$ cat src/rtl/riscy_mem_arbiter.sv
// Two-to-one req/gnt/rvalid arbiter sharing one memory port between RI5CY fetch and data.
// Define RISCY_ARB_RR_EN for round-robin on ties; otherwise data has fixed priority over fetch.
module riscy_mem_arbiter #(
    parameter int unsigned MAX_OUTSTANDING = 2
) (
    input  logic        clk,
    input  logic        rst_ni,

    input  logic        instr_req_i,
    input  logic [31:0] instr_addr_i,
    output logic        instr_gnt_o,
    output logic        instr_rvalid_o,
    output logic [31:0] instr_rdata_o,

    input  logic        data_req_i,
    input  logic        data_we_i,
    input  logic [3:0]  data_be_i,
    input  logic [31:0] data_addr_i,
    input  logic [31:0] data_wdata_i,
    output logic        data_gnt_o,
    output logic        data_rvalid_o,
    output logic [31:0] data_rdata_o,

    output logic        mem_req_o,
    output logic        mem_we_o,
    output logic [3:0]  mem_be_o,
    output logic [31:0] mem_addr_o,
    output logic [31:0] mem_wdata_o,
    input  logic        mem_gnt_i,
    input  logic        mem_rvalid_i,
    input  logic [31:0] mem_rdata_i,

    output logic        spurious_o
);

    localparam int unsigned PTR_W = (MAX_OUTSTANDING > 1) ? $clog2(MAX_OUTSTANDING) : 1;
    localparam int unsigned CNT_W = PTR_W + 1;

    localparam logic OWNER_INSTR = 1'b0;
    localparam logic OWNER_DATA  = 1'b1;

    typedef enum logic {
        ARB  = 1'b0,
        HOLD = 1'b1
    } state_e;

    // Handshake: a request is accepted in the cycle where mem_req_o && mem_gnt_i; each
    // accepted request is answered by exactly one later mem_rvalid_i, in issue order.

    state_e                     state_q, state_d;
    logic [PTR_W-1:0]           wr_ptr_q, wr_ptr_d;
    logic [PTR_W-1:0]           rd_ptr_q, rd_ptr_d;
    logic [CNT_W-1:0]           count_q, count_d;
    logic [MAX_OUTSTANDING-1:0] fifo_q, fifo_d;

    logic        hold_owner_q, hold_owner_d;
    logic        hold_we_q, hold_we_d;
    logic [3:0]  hold_be_q, hold_be_d;
    logic [31:0] hold_addr_q, hold_addr_d;
    logic [31:0] hold_wdata_q, hold_wdata_d;

`ifdef RISCY_ARB_RR_EN
    logic last_winner_q, last_winner_d;
`endif

    logic        full;
    logic        empty;
    logic        win_data;
    logic        sel_req;
    logic        sel_owner;
    logic        sel_we;
    logic [3:0]  sel_be;
    logic [31:0] sel_addr;
    logic [31:0] sel_wdata;
    logic        grant;
    logic        pop;
    logic        head_owner;

    function automatic logic [PTR_W-1:0] ptr_inc(input logic [PTR_W-1:0] p);
        return (p == PTR_W'(MAX_OUTSTANDING - 1)) ? '0 : p + 1'b1;
    endfunction

    always_comb begin
        full  = (count_q == CNT_W'(MAX_OUTSTANDING));
        empty = (count_q == '0);
`ifdef RISCY_ARB_RR_EN
        // On a tie the requester that did not win last time goes first.
        win_data = data_req_i & (~instr_req_i | (last_winner_q == OWNER_INSTR));
`else
        win_data = data_req_i;
`endif
    end

    always_comb begin
        sel_req   = 1'b0;
        sel_owner = OWNER_INSTR;
        sel_we    = 1'b0;
        sel_be    = 4'h0;
        sel_addr  = 32'h0;
        sel_wdata = 32'h0;
        if (state_q == HOLD) begin
            sel_req   = 1'b1;
            sel_owner = hold_owner_q;
            sel_we    = hold_we_q;
            sel_be    = hold_be_q;
            sel_addr  = hold_addr_q;
            sel_wdata = hold_wdata_q;
        end else if ((instr_req_i | data_req_i) & ~full) begin
            sel_req = 1'b1;
            if (win_data) begin
                sel_owner = OWNER_DATA;
                sel_we    = data_we_i;
                sel_be    = data_be_i;
                sel_addr  = data_addr_i;
                sel_wdata = data_wdata_i;
            end else begin
                sel_owner = OWNER_INSTR;
                sel_we    = 1'b0;
                sel_be    = 4'hF;
                sel_addr  = instr_addr_i;
                sel_wdata = 32'h0;
            end
        end
    end

    // Every output is forced low while reset is held, even with live requests.
    always_comb begin
        mem_req_o   = sel_req & rst_ni;
        mem_we_o    = sel_we & rst_ni;
        mem_be_o    = sel_be & {4{rst_ni}};
        mem_addr_o  = sel_addr & {32{rst_ni}};
        mem_wdata_o = sel_wdata & {32{rst_ni}};

        grant       = mem_req_o & mem_gnt_i;
        instr_gnt_o = grant & (sel_owner == OWNER_INSTR);
        data_gnt_o  = grant & (sel_owner == OWNER_DATA);

        head_owner     = fifo_q[rd_ptr_q];
        pop            = rst_ni & mem_rvalid_i & ~empty;
        spurious_o     = rst_ni & mem_rvalid_i & empty;
        instr_rvalid_o = pop & (head_owner == OWNER_INSTR);
        data_rvalid_o  = pop & (head_owner == OWNER_DATA);
        instr_rdata_o  = instr_rvalid_o ? mem_rdata_i : 32'h0;
        data_rdata_o   = data_rvalid_o ? mem_rdata_i : 32'h0;
    end

    always_comb begin
        state_d      = state_q;
        hold_owner_d = hold_owner_q;
        hold_we_d    = hold_we_q;
        hold_be_d    = hold_be_q;
        hold_addr_d  = hold_addr_q;
        hold_wdata_d = hold_wdata_q;
        unique case (state_q)
            ARB: begin
                if (sel_req && !mem_gnt_i) begin
                    state_d      = HOLD;
                    hold_owner_d = sel_owner;
                    hold_we_d    = sel_we;
                    hold_be_d    = sel_be;
                    hold_addr_d  = sel_addr;
                    hold_wdata_d = sel_wdata;
                end
            end
            HOLD: begin
                if (mem_gnt_i) begin
                    state_d = ARB;
                end
            end
            default: state_d = ARB;
        endcase
    end

    always_comb begin
        fifo_d   = fifo_q;
        wr_ptr_d = wr_ptr_q;
        rd_ptr_d = rd_ptr_q;
        count_d  = count_q;
        if (grant) begin
            fifo_d[wr_ptr_q] = sel_owner;
            wr_ptr_d         = ptr_inc(wr_ptr_q);
        end
        if (pop) begin
            rd_ptr_d = ptr_inc(rd_ptr_q);
        end
        unique case ({grant, pop})
            2'b10:   count_d = count_q + 1'b1;
            2'b01:   count_d = count_q - 1'b1;
            default: count_d = count_q;
        endcase
`ifdef RISCY_ARB_RR_EN
        last_winner_d = grant ? sel_owner : last_winner_q;
`endif
    end

    always_ff @(posedge clk or negedge rst_ni) begin
        if (!rst_ni) begin
            state_q       <= ARB;
            wr_ptr_q      <= '0;
            rd_ptr_q      <= '0;
            count_q       <= '0;
            fifo_q        <= '0;
            hold_owner_q  <= OWNER_INSTR;
            hold_we_q     <= 1'b0;
            hold_be_q     <= 4'h0;
            hold_addr_q   <= 32'h0;
            hold_wdata_q  <= 32'h0;
`ifdef RISCY_ARB_RR_EN
            last_winner_q <= OWNER_DATA;
`endif
        end else begin
            state_q       <= state_d;
            wr_ptr_q      <= wr_ptr_d;
            rd_ptr_q      <= rd_ptr_d;
            count_q       <= count_d;
            fifo_q        <= fifo_d;
            hold_owner_q  <= hold_owner_d;
            hold_we_q     <= hold_we_d;
            hold_be_q     <= hold_be_d;
            hold_addr_q   <= hold_addr_d;
            hold_wdata_q  <= hold_wdata_d;
`ifdef RISCY_ARB_RR_EN
            last_winner_q <= last_winner_d;
`endif
        end
    end

endmodule

$ cat config.mk
export PLATFORM = sky130hd
export DESIGN_NAME = riscy_mem_arbiter
export DESIGN_NICKNAME = d
export VERILOG_FILES = /design/src/rtl/riscy_mem_arbiter.sv
export SDC_FILE = /design/constraint.sdc
export NUM_CORES = 1
export LEC_CHECK = 0
export ABC_AREA = 1
export ABC_CLOCK_PERIOD_IN_PS = 1600
export BUFFER_PORTS_ARGS = -buffer_cell sky130_fd_sc_hd__buf_2
export CORE_MARGIN = 5
export CORE_UTILIZATION = 40
export CTS_CLUSTER_SIZE = 16
export DETAILED_ROUTE_END_ITERATION = 7
export PLACE_DENSITY_LB_ADDON = 0.1
export SLEW_MARGIN = 10
export SYNTH_ARGS = -nofsm -noshare
export SYNTH_HDL_FRONTEND = slang
export SYNTH_SLANG_ARGS = --single-unit
$ cat constraint.sdc
create_clock -name clk -period 1.6 [get_ports clk]
set_input_delay 0.16 -clock clk [delete_from_list [all_inputs] [get_ports clk]]
set_output_delay 0.16 -clock clk [all_outputs]
set_load 0.02 [all_outputs]
==> results.txt, run 1 <==
----------------------------------------------------
[Placed design]
  Routability congestion estimate from global placement ... between 0.7 and 0.8
  Estimated wirelength of the detail-placed design ... between 10000 and 15000 microns
  Port-buffer cells ... 277
  Placed Cells ... roughly 1300

[GRT]
  Total global routing track utilization ... 26.1%
  Via count of the first global-routing pass ... 6354
  Pin count of the biggest net entering global routing ... 71
  Initial antenna violation count ... 2
  Wire length of the first global-routing pass ... 31600 microns
  Aggregate global routing overflow ... 0

[Pwr]
  Clock power frac ... 16.8%
  Power Internal ... 7.55 mW
  Switching power share of the total ... 42.0%
  Total Power ... 13.0 mW
  Worst voltage drop across the vdd grid ... between 0.0007 and 0.0008 V
  Power density over cell area ... 1340 mW/mm^2
  Reg power frac ... 26.0%
  Leakage power ... 5.28 nW
  Switching power ... 5.46 mW
  Share of power burned in combinational logic ... 57.2%

[Worst setup path]
  Crit-path slowest cell ... dfrtp_1
  End of the worst register-to-register path ... count_q[1]
  Worst Path Buf+Inv ... 4
  Flop2flop setup slack ... -0.16 ns
  Reg-to-Reg Start ... count_q[0]
  Data required time of the worst path ... 1.44 ns
  Crit path launch type ... register
  Setup crit end kind ... output pin
  WP data arrival ... 1.78 ns
  Crit path cell chain ... inv_2 > nand2_4 > nand2_4 > nor2_4 > buf_12 > buf_12 > nand3_2 > a21oi_2 > buf_6
  Max Fanout on Critical Path ... 7
  Depth of the worst register-to-register path ... 9
  Crit path max-delay family ... buffers and inverters
  Critical Setup Path Class ... reg -> out
  Largest stage delay on the critical path ... 0.39 ns

[Routing]
  Wirelength per Cell ... between 15 and 20 microns
  Number of nets with antenna violations after routing ... 0
  Number of detailed-routing iterations run before antenna repair ... 5
  Number of DRC violations after detailed-routing iteration 0 ... 420
  Number of vias per cell ... 5.08
  Number of vias after detailed routing ... just under 7000
  Post-detailed-routing wire length ... 23400 microns
  Remaining DRCs ... 0

[Worst hold path]
  Class of the worst hold path ... in -> reg
  WHS Endpoint ... state_q
  Hold path cells ... 2
  Launch point of the worst hold path ... mem_gnt_i

[Clock tree]
  Largest buffer count on any clock path ... 2
  CTS tree ... built
  Worst skew pair latency ... 0.33 ns
  Total clock sinks ... 77
  Count of H-tree levels built during CTS ... 3
  Clock transition at the register clock pins on the worst setup and hold paths after CTS ... 0.06 ns
  TritonCTS Buffers ... 9
  Root cell of the clock tree ... clkbuf_16

[Timing]
  Setup repair after global routing missed its margin ... yes
  Pins Over Slew Limit ... 0
  Final count of hold timing violations ... 0
  Final critical-path share of the clock period ... 121%
  Measured slew at the worst slew-check pin ... ~0.9 ns
  Period minus WS final ... 1.94 ns
  Worst setup slack after layout ... -0.337 ns
  Slew Limit Headroom ... 40.2%
  Final count of negative-setup-slack endpoints ... 144
  Fmax ... 516 MHz
  Clock skew after layout ... 0.00483 ns

[Floorplan]
  Vertical extent of the die ... 124 microns
  Ports placed on the boundary ... 278
  Initial Utilization ... 40.9%
  Core Region ... 0.0126 sq mm
  Die outline width ... about 120 microns
  Floorplan die area ... 0.0153 sq mm
  Placement Rows ... a little over 40

[Logic synthesis]
  Warnings from Yosys ... 0
  Post-synthesis cell type with the largest combined area ... dfrtp_1
  Average instance area after synthesis ... ~6.0 sq um
  Biggest area contributors in the synthesized netlist ... dfrtp_1 (37%), nand2_1 (36%), a21oi_1 (7.1%)
  Syn Nets ... about 1000
  Synthesized netlist cell count ... 865
  Number of unique standard cell types used by synthesis ... 22
  Sequential area share after synthesis ... around 37%
  Area share of the largest cell type after synthesis ... 37.4%
  Synth Cell Area ... 0.00516 sq mm
  Flip-flop and latch count after synthesis ... 77

[Layout]
  Most frequent standard cell in the layout excluding fill and tap cells ... nand2_1
  Post-Layout Cell Count ... 1360
  Area Overhead vs Synth ... 88.7%
  Net count of the finished layout ... 1323
  Layout Utilization ... about 77%
  Most frequent cells in the layout ... nand2_1 (459), buf_2 (141), buf_6 (107)
  Share of final-layout standard cells stronger than drive strength 1 ... around half

[Outcome]
  Outcome ... complete, but fails checks
  Violated checks ... setup timing

[Run]
  Count of maximum capacitance violations ... 0

----------------------------------------------------
## worst register-to-register path, cell delays in order (launching register included)
cell and delay, ns:
dfrtp_1 0.41, buf_4 0.16, o21bai_4 0.19, inv_2 0.08, buf_4 0.13, buf_4 0.13
ha_4 0.22, a21oi_4 0.12, o21ai_2 0.08, xnor2_1 0.12
## worst max-delay path by stage
| stage | start | endpoint | slack, ns | cells past startpoint |
|---|---|---|---|---|
| after floorplan | state_q | count_q[1] | -0.04 | 9 |
| after global placement | count_q[0] | count_q[1] | 0.04 | 9 |
| after detailed placement | count_q[0] | count_q[1] | -0.01 | 9 |
| after CTS | state_q | mem_addr_o[4] | -0.30 | 7 |
| after global routing | count_q[0] | mem_wdata_o[11] | -0.40 | 9 |
| final | count_q[0] | mem_wdata_o[11] | -0.34 | 9 |
## per-layer routing
metal  track usage, %  up-vias  share of wire (%)
met2             48.0      310                 53
li1                 -     3284                  -
met4             9.07        2                3.8
met5                0        -              0.056
met1             29.7     3245                 36
met3             5.44       72                7.2
## cell usage after synthesis, drive strengths merged
cell type,number
nand2,500
dfrtp,77
a21oi,73
nor2,70
inv,44
buf,36
nand3,35
clkbuf,17
or2,4
nand4,2
xnor2,2
ha,1
nor3,1
o21ai,1
o21bai,1
xor2,1
## timing repair
action / in CTS / in global routing
pin swaps: 24 / 38
hold buffers: 1 / 0
setup endpoints to repair: 137 / 141
gates resized for setup: 350 / 181
hold endpoints to repair: 9 / 0
buffers inserted: 25 / 11
cloned: 8 / 3
## flip-flops by register name, summed over array words and instances (netlist names)
register      count
wr_ptr_q          1
hold_wdata_q     32
hold_owner_q      1
hold_addr_q      32
count_q           2
rd_ptr_q          1
fifo_q            2
state_q           1
hold_be_q         4
hold_we_q         1
## cell families (layout without fill, tap and decap cells)
group	Yosys count	count (layout)	share of synthesized area [%]
and+or+nand+nor	612	612	46.2
adders and majority gates	1	1	0.243
other	0	2	0
AOI/OAI and AO/OA	75	75	7.33
xor gates and xnor gates	3	3	0.510
buffers and inverters	97	418	8.40
DFF	77	77	37.4
## through the flow
stage | area (sq um) | setup TNS (ns) | hold WS (ns) | worst slack, ns
after global routing | 9730 | -48.03 | 0.144 | -0.401
after CTS | 8900 | -29.85 | 0.0974 | -0.298
after global placement | 6970 | 0 | 0.131 | 0.0355
final | 9730 | -35.31 | 0.134 | -0.337
after floorplan | 5160 | -0.0446 | -0.136 | -0.0446
after detailed placement | 6970 | -0.0116 | 0.135 | -0.0116
## power groups by stage
stage | Clock, mW | Combinational, mW | Sequential (mW)
final | 2.18 | 7.45 | 3.38
after global routing | 2.29 | 8.01 | 3.48
after CTS | 2.20 | 6.31 | 3.36
after detailed placement | 0 | 4.79 | 3.36
after global placement | 0 | 4.74 | 3.36
after floorplan | 0 | 3.16 | 3.27
## area by class of cell
class	instances	area [sq um]
repair buffers	360	3210
diodes	2	5.00
clock buffers	10	239
well taps	172	215
clock inverters	4	73.8
multi-input cells	691	3870
inverters	44	183
fillers	894	2890
flip-flops and latches	77	1930
(Power assumes the default switching activity.)
==> run 2: changes to the inputs <==
--- a/config.mk
+++ b/config.mk
@@ -13,6 +13,7 @@
 export CTS_CLUSTER_SIZE = 16
 export DETAILED_ROUTE_END_ITERATION = 7
 export PLACE_DENSITY_LB_ADDON = 0.1
+export RECOVER_POWER = 25
 export SLEW_MARGIN = 10
 export SYNTH_ARGS = -nofsm -noshare
 export SYNTH_HDL_FRONTEND = slang
==> results.txt, run 2 (same netlist as run 1, synthesis figures left out) <==
----------------------------------------------------
[Floorplan]
  Ports placed on the boundary ... 278
  Initial Utilization ... approximately 41%
  Vertical extent of the die ... 124 microns
  Core Region ... 0.0126 sq mm
  Floorplan die area ... 0.0153 sq mm
  Die outline width ... 124 microns
  Placement Rows ... 41

[Timing]
  Final count of negative-setup-slack endpoints ... 145
  Slew Limit Headroom ... 35.9%
  Pins Over Slew Limit ... 0
  Final count of hold timing violations ... 0
  Worst setup slack after layout ... -0.335 ns
  Fmax ... 517 MHz
  Final critical-path share of the clock period ... 121%
  Measured slew at the worst slew-check pin ... 0.962 ns
  Total negative setup slack ... -35.17 ns
  Period minus WS final ... 1.93 ns
  Setup repair after global routing missed its margin ... yes
  Clock skew after layout ... about 0.0046 ns

[Placed design]
  Port-buffer cells ... 277
  Estimated wirelength of the detail-placed design ... 13100 microns
  Setup WS pre-CTS ... -0.0116 ns
  Routability congestion estimate from global placement ... 0.757

[GRT]
  Via count of the first global-routing pass ... approximately 6400
  Total global routing track utilization ... a little over a quarter
  Initial antenna violation count ... 2
  Pin count of the biggest net entering global routing ... just over 70
  Aggregate global routing overflow ... 0
  Wire length of the first global-routing pass ... 31600 microns

[Worst hold path]
  Class of the worst hold path ... in -> reg

[Worst setup path]
  Crit path launch type ... register
  Critical Setup Path Class ... reg -> out
  Flop2flop setup slack ... -0.16 ns
  WP data arrival ... 1.77 ns
  Data required time of the worst path ... 1.44 ns
  Max Fanout on Critical Path ... 7
  Setup crit end kind ... output pin

[Clock tree]
  Largest buffer count on any clock path ... 2
  Worst skew pair latency ... 0.33 ns
  Total clock sinks ... just under 80
  CTS tree ... built
  Clock transition at the register clock pins on the worst setup and hold paths after CTS ... 0.06 ns
  TritonCTS Buffers ... 9
  Root cell of the clock tree ... clkbuf_16
  Count of H-tree levels built during CTS ... 3

[Routing]
  Number of vias after detailed routing ... 6907
  Remaining DRCs ... 0
  Number of vias per cell ... between 5 and 6
  Number of detailed-routing iterations run before antenna repair ... 6
  Number of nets with antenna violations after routing ... 0
  Post-detailed-routing wire length ... 23400 microns
  Wirelength per Cell ... approximately 17 microns
  Number of DRC violations after detailed-routing iteration 0 ... 421

[Run]
  Count of maximum capacitance violations ... 0

[Layout]
  Registers with the most flip-flops ... hold_addr_q: 32 flops, hold_wdata_q: 32 flops, hold_be_q: 4 flops
  Area Overhead vs Synth ... 88.5%
  Most frequent cells in the layout ... nand2_1 (459), buf_2 (141), buf_6 (107)
  Net count of the finished layout ... 1323
  Share of final-layout standard cells stronger than drive strength 1 ... 48.6%
  Most frequent standard cell in the layout excluding fill and tap cells ... nand2_1

[Outcome]
  Outcome ... complete, but fails checks
  Violated checks ... setup timing

[Pwr]
  Leakage power ... 5.27 nW
  Power density over cell area ... ~1300 mW/mm^2
  Total Power ... 13.0 mW
  Worst voltage drop across the vdd grid ... 0.000799 V

----------------------------------------------------
-- run 2: worst paths after layout --
path,from,endpoint,depth (start not counted)
hold / removal,mem_gnt_i,state_q,2
max in group asynchronous,rst_ni,hold_addr_q[3],3
setup reg to reg,count_q[0],count_q[1],9
hold reg to reg,hold_addr_q[11],hold_addr_q[11],2
setup / recovery,count_q[0],mem_wdata_o[11],9
min in group asynchronous,rst_ni,hold_wdata_q[22],3
-- run 2: critical path, stage by stage, from the launching register on --
cell and delay (ns):
dfrtp_1 0.39, inv_2 0.06, nand2_4 0.08, nand2_4 0.06, nor2_4 0.15, buf_12 0.14
buf_12 0.14, nand3_2 0.10, a21oi_2 0.19, buf_6 0.14
-- run 2: layer usage --
metal	GRT usage, %	wire length (microns)
met1	29.7	8450
met2	48.0	12300
met3	5.44	1670
met4	9.07	892
met5	0	13
-- run 2: report_power, final --
part           leakage, nW  switching, mW  internal [mW]
clock                0.154          0.790           1.39
combinational         4.10           4.15           3.29
sequential            1.02          0.517           2.86
-- run 2: what timing repair did --
item	in CTS	in global routing
cloned	8	3
pin swaps	24	38
gates resized for setup	350	181
hold endpoints to repair	9	0
hold buffers	1	0
endpoints found under the setup margin	137	141
buffers inserted	25	11
-- run 2: through the flow --
stage	hold slack (ns)	util [%]	area [sq um]	cells
detailed placement	0.135	55.3	6970	1299
CTS	0.0974	70.5	8900	1346
global placement	0.131	55.3	6970	1299
global route	0.144	77.0	9720	1359
floorplan	-0.136	-	5160	865
finish	0.137	77.0	9720	1360
-- run 2: layout make-up --
class	count	area [sq um]
flip-flops and latches	77	1930
well taps	172	215
clock buffers	10	239
repair buffers	360	3210
diodes	2	5.00
multi-input cells	691	3870
inverters	44	183
fillers	895	2900
clock inverters	4	73.8
==> run 3: changes to the inputs <==
--- a/config.mk
+++ b/config.mk
@@ -7,11 +7,11 @@
 export LEC_CHECK = 0
 export ABC_AREA = 1
 export ABC_CLOCK_PERIOD_IN_PS = 1600
-export BUFFER_PORTS_ARGS = -buffer_cell sky130_fd_sc_hd__buf_2
 export CORE_MARGIN = 5
 export CORE_UTILIZATION = 40
 export CTS_CLUSTER_SIZE = 16
 export DETAILED_ROUTE_END_ITERATION = 7
+export DONT_BUFFER_PORTS = 1
 export PLACE_DENSITY_LB_ADDON = 0.1
 export RECOVER_POWER = 25
 export SLEW_MARGIN = 10
==> results.txt, run 3 (same netlist as run 1, synthesis figures left out) <==
----------------------------------------------------
[Routing]
  Number of DRC violations after detailed-routing iteration 0 ... 275
  Remaining DRCs ... 0
  Number of detailed-routing iterations run before antenna repair ... 7
  Wirelength per Cell ... 15.2 microns
  Number of vias after detailed routing ... between 5000 and 6000
  Number of vias per cell ... 5.03
  Post-detailed-routing wire length ... 18100 microns
  Number of nets with antenna violations after routing ... 0

[Clock tree]
  Clock transition at the register clock pins on the worst setup and hold paths after CTS ... 0.06 ns
  Count of H-tree levels built during CTS ... 3
  Largest buffer count on any clock path ... 2
  CTS tree ... built
  Total clock sinks ... 77
  TritonCTS Buffers ... 9
  Hold buffer count at CTS ... 1
  Worst skew pair latency ... 0.33 ns
  Root cell of the clock tree ... clkbuf_16

[Layout]
  Share of final-layout standard cells stronger than drive strength 1 ... 29.9%
  Area Overhead vs Synth ... 46.2%
  Layout Utilization ... 59.7%
  Most frequent standard cell in the layout excluding fill and tap cells ... nand2_1
  Registers with the most flip-flops ... hold_addr_q: 32 flops, hold_wdata_q: 32 flops, hold_be_q: 4 flops
  Net count of the finished layout ... 1153
  Post-Layout Cell Count ... 1191
  Most frequent cells in the layout ... nand2_1 (470), buf_4 (147), dfrtp_1 (76)

[Timing]
  Slew Limit Headroom ... 74.7%
  Fmax ... 530 MHz
  Clock skew after layout ... between 0.005 and 0.006 ns
  Period minus WS final ... 1.89 ns
  Final critical-path share of the clock period ... 118%
  Setup repair after global routing missed its margin ... yes
  Worst hold slack ... -0.474 ns
  Final count of hold timing violations ... 77
  Measured slew at the worst slew-check pin ... 0.379 ns
  Pins Over Slew Limit ... 0
  Worst setup slack after layout ... -0.286 ns
  Final count of negative-setup-slack endpoints ... 139

[Placed design]
  Placed Cells ... 1150
  Routability congestion estimate from global placement ... 0.830
  Setup WS pre-CTS ... -0.0109 ns
  Estimated wirelength of the detail-placed design ... 12600 microns
  Port-buffer cells ... 0

[Pwr]
  Total Power ... 10.9 mW
  Share of power burned in combinational logic ... 52.8%
  Power Internal ... 6.36 mW
  Switching power ... 4.59 mW
  Power density over cell area ... 1450 mW/mm^2
  Worst voltage drop across the vdd grid ... 0.000598 V
  Switching power share of the total ... between 40% and 50%
  Leakage power ... around 4.4 nW
  Reg power frac ... 30.8%
  Clock power frac ... 16.4%

[GRT]
  Via count of the first global-routing pass ... 5630
  Wire length of the first global-routing pass ... 26300 microns
  Initial antenna violation count ... 1
  Aggregate global routing overflow ... 0
  Total global routing track utilization ... 21.6%
  Pin count of the biggest net entering global routing ... 83

[Run]
  Count of maximum capacitance violations ... 0

[Floorplan]
  Initial Utilization ... between 40% and 50%
  Core Region ... between 0.01 and 0.015 sq mm
  Ports placed on the boundary ... ~280
  Floorplan die area ... 0.0153 sq mm
  Vertical extent of the die ... around 120 microns
  Die outline width ... between 100 and 150 microns
  Placement Rows ... 41

[Worst setup path]
  Largest stage delay on the critical path ... around 0.4 ns
  Setup crit end kind ... output pin
  Crit path max-delay family ... simple AND/OR/NAND/NOR gates
  WP data arrival ... 1.73 ns
  Crit-path slowest cell ... dfrtp_1
  Max Fanout on Critical Path ... 34
  Worst Path Buf+Inv ... 3
  Critical Setup Path Class ... reg -> out
  Crit path cell chain ... inv_2 > nand2_2 > nand2_2 > nor2_4 > buf_12 > nand3_1 > a21oi_2 > buf_4
  Data required time of the worst path ... 1.44 ns
  Crit path launch type ... register
  Worst path most repeated cell ... nand2_2

[Outcome]
  Violated checks ... hold timing, setup timing
  Outcome ... complete, but fails checks

[Worst hold path]
  Class of the worst hold path ... in -> async

----------------------------------------------------
run 3: cell count changes in the layout (fill, tap and decap cells not counted), moves of 16 or more:
| cell | before | now |
|---|---|---|
| a21oi_1 | 10 | 26 |
| buf_2 | 141 | 0 |
| buf_4 | 75 | 147 |
| buf_6 | 107 | 25 |
| nand3_1 | 1 | 33 |
| nand3_2 | 21 | 2 |
| nor2_1 | 20 | 64 |
| nor2_4 | 41 | 4 |
run 3: what timing repair did:
item,4_1_cts,5_1_grt
gates resized for setup,79,59
pin swaps,15,5
gates cloned,2,6
setup buffers,10,5
hold endpoints to repair,78,77
setup endpoints to repair,137,179
run 3: per-stage QoR:
| stage | setup TNS [ns] | cell area, sq um |
|---|---|---|
| after global placement | 0 | 6430 |
| after floorplan | -0.0446 | 5160 |
| after global routing | -42.68 | 7540 |
| after detailed placement | -0.0109 | 6430 |
| final | -29.71 | 7540 |
| after CTS | -30.02 | 7140 |
run 3: worst paths after layout:
| check | startpoint | end | slack [ns] | cells after the start |
|---|---|---|---|---|
| setup / recovery | count_q[0] | mem_wdata_o[8] | -0.29 | 8 |
| hold / removal | rst_ni | hold_addr_q[25] | -0.47 | 0 |
| setup reg to reg | count_q[0] | count_q[1] | -0.04 | 8 |
| hold reg to reg | hold_be_q[3] | hold_be_q[3] | 0.48 | 2 |
| max in group asynchronous | rst_ni | state_q | 1.89 | 0 |
| min in group clk | mem_gnt_i | wr_ptr_q | 0.04 | 2 |
run 3: power by group through the flow:
stage / combinational (mW) / sequential [mW] / clock, mW
2_1_floorplan: 3.16 / 3.27 / 0
3_3_place_gp: 4.57 / 3.36 / 0
3_5_place_dp: 4.67 / 3.38 / 0
4_1_cts: 5.32 / 3.37 / 1.84
5_1_grt: 6.33 / 3.49 / 1.93
6_report: 5.78 / 3.37 / 1.79
run 3: area by class of cell:
class / instances / area (sq um)
diodes: 1 / 2.50
clock buffers: 11 / 233
clock inverters: 5 / 27.5
fillers: 1196 / 5080
inverters: 44 / 173
multi-input cells: 691 / 3190
flip-flops and latches: 77 / 1930
well taps: 172 / 215
repair buffers: 190 / 1780
run 3: layer usage:
layer	vias up	wire, microns	share of wire (%)	track usage (%)
met5	-	0	0	0
met1	2848	6950	38	24.5
li1	2937	-	-	-
met2	191	9610	53	40.1
met4	0	335	1.8	6.64
met3	18	1240	6.8	4.85
